### src/rtl/mem_word.sv
// mem_word: multi-lane word memory with byte/word access, a fixed
// multi-cycle access latency and a req/ready handshake. After reset the
// array is swept to zero one word per cycle and word 0 is loaded with a
// boot value; the array itself has no reset.
module mem_word #(
  parameter int unsigned ADDR_W  = 8,
  parameter int unsigned LANES   = 2,
  parameter int unsigned LANE_W  = 8,
  parameter int unsigned LATENCY = 3,
  parameter logic [LANES*LANE_W-1:0] INIT_WORD0 = (LANES*LANE_W)'(16'h0001)
) (
  input  logic                      clk,
  input  logic                      reset,
  input  logic                      req,
  input  logic                      write,
  input  logic                      size,
  input  logic [ADDR_W-1:0]         addr,
  input  logic [LANES*LANE_W-1:0]   in,
  output logic [LANES*LANE_W-1:0]   out,
  output logic                      ready,
  output logic                      busy
);

  localparam int unsigned W     = LANES * LANE_W;
  localparam int unsigned LG    = $clog2(LANES);
  localparam int unsigned IDX_W = ADDR_W - LG;
  localparam int unsigned DEPTH = 2 ** IDX_W;

  localparam logic [1:0] S_CLEAR = 2'd0;
  localparam logic [1:0] S_IDLE  = 2'd1;
  localparam logic [1:0] S_WAIT  = 2'd2;
  localparam logic [1:0] S_DONE  = 2'd3;

  logic [1:0]        state;
  logic [IDX_W-1:0]  ptr;
  logic [3:0]        cnt;
  logic [ADDR_W-1:0] addr_q;
  logic              size_q;
  logic              write_q;
  logic [W-1:0]      data_q;
  logic [IDX_W-1:0]  widx;
  logic              access;

  logic [W-1:0] mem [DEPTH];

  assign widx   = IDX_W'(addr_q >> LG);
  assign access = (state == S_WAIT) && (cnt == '0);
  assign ready  = (state == S_DONE);
  assign busy   = (state != S_IDLE);

  // Control FSM: clear sweep, request latch, latency countdown, read capture.
  always_ff @(posedge clk or negedge reset) begin
    if (!reset) begin
      state   <= S_CLEAR;
      ptr     <= '0;
      cnt     <= '0;
      out     <= '0;
      addr_q  <= '0;
      size_q  <= 1'b0;
      write_q <= 1'b1;
      data_q  <= '0;
    end else begin
      case (state)
        S_CLEAR: begin
          ptr <= ptr + 1'b1;
          if (ptr == '1) state <= S_IDLE;
        end
        S_IDLE: begin
          if (req) begin
            addr_q  <= addr;
            size_q  <= size;
            write_q <= write;
            data_q  <= in;
            cnt     <= 4'(LATENCY - 1);
            state   <= S_WAIT;
          end
        end
        S_WAIT: begin
          if (cnt == '0) begin
            state <= S_DONE;
            if (write_q) out <= mem[widx];
          end else begin
            cnt <= cnt - 1'b1;
          end
        end
        default: state <= S_IDLE;
      endcase
    end
  end

  // Array writes: zero sweep with boot word on the last step, then
  // lane-masked writes on the access edge.
  always_ff @(posedge clk) begin
    if (state == S_CLEAR) begin
      mem[ptr] <= '0;
      if (ptr == '1) mem[0] <= INIT_WORD0;
    end else if (access && !write_q) begin
      for (int unsigned k = 0; k < LANES; k++) begin
        if (size_q || ((addr_q & ADDR_W'(LANES - 1)) == ADDR_W'(k)))
          mem[widx][k*LANE_W +: LANE_W] <= data_q[k*LANE_W +: LANE_W];
      end
    end
  end

endmodule

### config.mk
export PLATFORM = sky130hd
export DESIGN_NAME = mem_word
export DESIGN_NICKNAME = d
export VERILOG_FILES = /design/src/rtl/mem_word.sv
export SDC_FILE = /design/constraint.sdc
export NUM_CORES = 2
export LEC_CHECK = 0
export BUFFER_PORTS_ARGS = -buffer_cell sky130_fd_sc_hd__buf_2
export CAP_MARGIN = 20
export CORE_MARGIN = 2
export CORE_UTILIZATION = 57
export CTS_CLUSTER_DIAMETER = 50
export CTS_CLUSTER_SIZE = 28
export DETAILED_ROUTE_END_ITERATION = 10
export GPL_TIMING_DRIVEN = 0
export PLACE_DENSITY_LB_ADDON = 0.08
export SLEW_MARGIN = 20
export SYNTH_ARGS = -nofsm -noshare
export SYNTH_HDL_FRONTEND = slang
export SYNTH_SLANG_ARGS = --single-unit
### constraint.sdc
create_clock -name clk -period 4.3 [get_ports clk]
set_clock_uncertainty 0.15 [all_clocks]
set_input_delay 0.86 -clock clk [delete_from_list [all_inputs] [get_ports clk]]
set_output_delay 0.86 -clock clk [all_outputs]
set_load 0.005 [all_outputs]
==> flow_summary.ini <==
[synth]
syn_avg_cell_area_um2 = 19.8
syn_area_mm2 = 0.0828
ys.warnings.count = 0
synth_seq_cells = 2103
synth.area.top_cells = edfxtp_1 (74%), mux4_2 (12%), mux2i_1 (2.3%)
synth_cell_types = 78
yosysMostFrequentCell = edfxtp_1
synth_top_area_share_pct = 73.7
synthFlopType = edfxtp_1
ys_top_cells_by_count = edfxtp_1 (2032), mux4_2 (427), nor2_1 (305)
syn-instance-count = 4183
syn-num-nets = 4218
synth_top_cell_by_area = edfxtp_1
synth_edf_count = 2032
ys_seq_area_share_pct = 75.8
async_reset_ff_share_pct = 2.62

[clocking]
max-clock-path-buffers = 3
clock_sinks = 2103
clock-root-buffer = clkbuf_16
cts_buffers = 170
clk_pin_slew_ns = 0.09
htreeDepth = 4
cts_tree = built
insertion_delay_ns = 0.84

[routing]
wirelength_um = 316000
avgRoutedWirePerCell_um = 48.5
drtIter0Drc = 10000
ant_nets = 0
drtPass1Iterations = 7
viasPerCell = 7.51
drc = 0
vias = 49000

[outcome]
status = finished, violations left
violations = setup timing

[die]
placementRows = 139
die_x_um = 385
fp.coreArea_mm2 = 0.144
initial_core_util_pct = 57.5
dieArea_mm2 = 0.148
pin_count = 47
fp.dieH_um = 385

[timing]
hold_viol_final = 0
rsz0062_at_grt = yes
finalSetupViolations = 1096
min_period_ns = 4.67
layout_setup_ws_ns = -0.366
tightestPinTransition_ns = 1.41
holdWs_ns = 0.104
max_slew_margin_pct = 5.86
slew_violations = 0
fmax_mhz = 214
fin_crit_sh_pct = 109

[global_routing]
grt.busiest_layer = met2
grt_pass1_vias = 45000
overflow = 0
grt.met1_usage_pct = 57.1
grt_pass1_wl_um = 412000
antenna_found_initial = 24
use_met3_pct = 19.4
gr-usage-all-layers_pct = 43.1
grt_max_degree = 79
met2_usage_pct = 57.3

[cells_and_area]
final_area_mm2 = 0.0938
syn_to_final_growth_pct = 13.3
fillerInstances = 9473
drive_gt1_share_pct = 29.7
nNetsFinal = 4486

[min_path]
hp-start = in[15]
worst_hold_path_type = primary input to flip-flop
hold_depth = 2
min_to = data_q[15]

[critical_path]
startpoint_type = flip-flop
worstRegToRegCells = 7
cp.arrival_ns = 4.98
crit_fanout = 10
r2r-start = addr_q[2]
cp-end-kind = flip-flop
r2r_slack_ns = -0.37
timing.rr.end = mem[122][14]
worstSetupPathType = flip-flop to flip-flop
required_ns = 4.61

[job]
drv_cap = 0

[power]
p_per_area_mw_per_mm2 = 417
peakVddDrop_mv = 0.469
cellLeakagePower_uw = 0.0240

[placement]
postPlaceCellArea_mm2 = 0.0867
portBuffers = 46
gp_congestion = 1.09
dp_hpwl_um = 209000
layout make-up:
| class | count | area [µm²] | area share (%) |
|---|---|---|---|
| Antenna cell | 17 | 42.5 | 0.0453 |
| Buffer | 259 | 1700 | 1.81 |
| Clock buffer | 189 | 4480 | 4.78 |
| Clock inverter | 130 | 1580 | 1.68 |
| Inverter | 13 | 48.8 | 0.0520 |
| Multi-Input combinational cell | 1808 | 19400 | 20.7 |
| Sequential cell | 2103 | 62700 | 66.9 |
| Tap cell | 1903 | 2380 | 2.54 |
| Timing Repair Buffer | 96 | 1420 | 1.51 |
worst max-delay path by stage:
stage / cells after the start / from / to / slack [ns]
final: 7 / addr_q[2] / mem[122][14] / -0.37
after global routing: 9 / cnt[0] / mem[126][7] / -0.25
after CTS: 11 / addr_q[1] / mem[115][4] / -0.25
after detailed placement: 10 / state[0] / mem[113][1] / -1.03
after global placement: 7 / state[0] / mem[36][10] / -3.18
after floorplan: 7 / state[0] / mem[100][10] / 0.21
layer usage:
metal / share of wire [%] / routed length [µm] / vias to the layer above
met2: 41 / 129000 / 4661
li1: - / - / 17800
met5: 0.064 / 204 / -
met3: 17 / 53500 / 1050
met4: 8.4 / 26600 / 16
met1: 34 / 107000 / 25500
flip-flops by register name, summed over array words and instances (netlist names):
name	flops
cnt	4
ptr	7
data_q	16
write_q	1
addr_q	8
mem	2048
out	16
state	2
size_q	1
cells by family after synthesis:
| kind of cell | share of synthesized area, % |
|---|---|
| adders and majority gates | 0.0907 |
| xor gates and xnor gates | 0.0635 |
| buffers and inverters | 1.95 |
| AOI/OAI and AO/OA | 3.52 |
| muxes | 14.9 |
| and+or+nand+nor | 3.72 |
| DFF | 75.8 |
critical path, cell delays in order (launching register included):
cell and delay, ns:
dfrtp_1 0.41, buf_2 0.30, nand2b_1 0.16, clkbuf_1 0.57, o21ai_1 0.66, nand3_1 0.64, buf_2 0.55, nor2_1 0.82
through the flow:
stage          setup WS (ns)  util (%)  power, µW  std cells   TNS, ns
2_1_floorplan          0.209         -      22500       4183         0
3_3_place_gp           -3.18      59.4      22600       6132  -6225.98
3_5_place_dp           -1.03      60.3      22600       6179   -754.51
4_1_cts               -0.246      64.9      39000       6499    -48.95
5_1_grt               -0.252      65.2      39700       6502    -28.32
6_report              -0.366      65.2      39100       6518   -116.50
cell usage in the layout, fill, tap and decap left out, types with 16 or more instances in the layout:
| cell type | netlist | final |
|---|---|---|
| nor2_4 | 0 | 78 |
| a22oi_1 | 62 | 62 |
| dfrtp_1 | 54 | 54 |
| a21oi_1 | 68 | 67 |
| o211ai_1 | 19 | 19 |
| edfxtp_1 | 2032 | 2032 |
| nor2_2 | 0 | 111 |
| buf_16 | 0 | 34 |
| dfxtp_1 | 16 | 16 |
| o21ai_0 | 50 | 48 |
| nand3_1 | 58 | 53 |
| a221oi_1 | 25 | 25 |
| mux2i_1 | 191 | 191 |
| inv_8 | 0 | 18 |
| o22ai_1 | 48 | 48 |
| clkbuf_2 | 3 | 52 |
| clkbuf_1 | 77 | 38 |
| mux4_2 | 427 | 427 |
| buf_4 | 23 | 37 |
| nand2_1 | 188 | 184 |
| nand4_1 | 16 | 16 |
| o221ai_1 | 28 | 28 |
| buf_6 | 30 | 33 |
| nor3_1 | 31 | 29 |
| clkbuf_16 | 0 | 177 |
| and2_4 | 0 | 16 |
| diode_2 | 0 | 17 |
| mux2_2 | 65 | 65 |
| inv_6 | 0 | 35 |
| clkinv_8 | 0 | 19 |
| buf_2 | 100 | 130 |
| nor2_1 | 305 | 116 |
where the power goes:
part	leakage (µW)	total (µW)	internal, µW	switching [µW]
Sequential	0.0149	22100	22100	0
Clock	0.00292	17000	8690	8310
Combinational	0.00610	39.9	12.8	27.1
what timing repair did:
action	CTS	global route
buffers inserted	0	2
endpoints found under the hold margin	19	0
endpoints found under the setup margin	2059	1418
gates resized for setup	171	141
pin swaps	1	0
cloned	0	0
hold buffers	1	0
No activity file was read; power rests on OpenSTA's default activity.
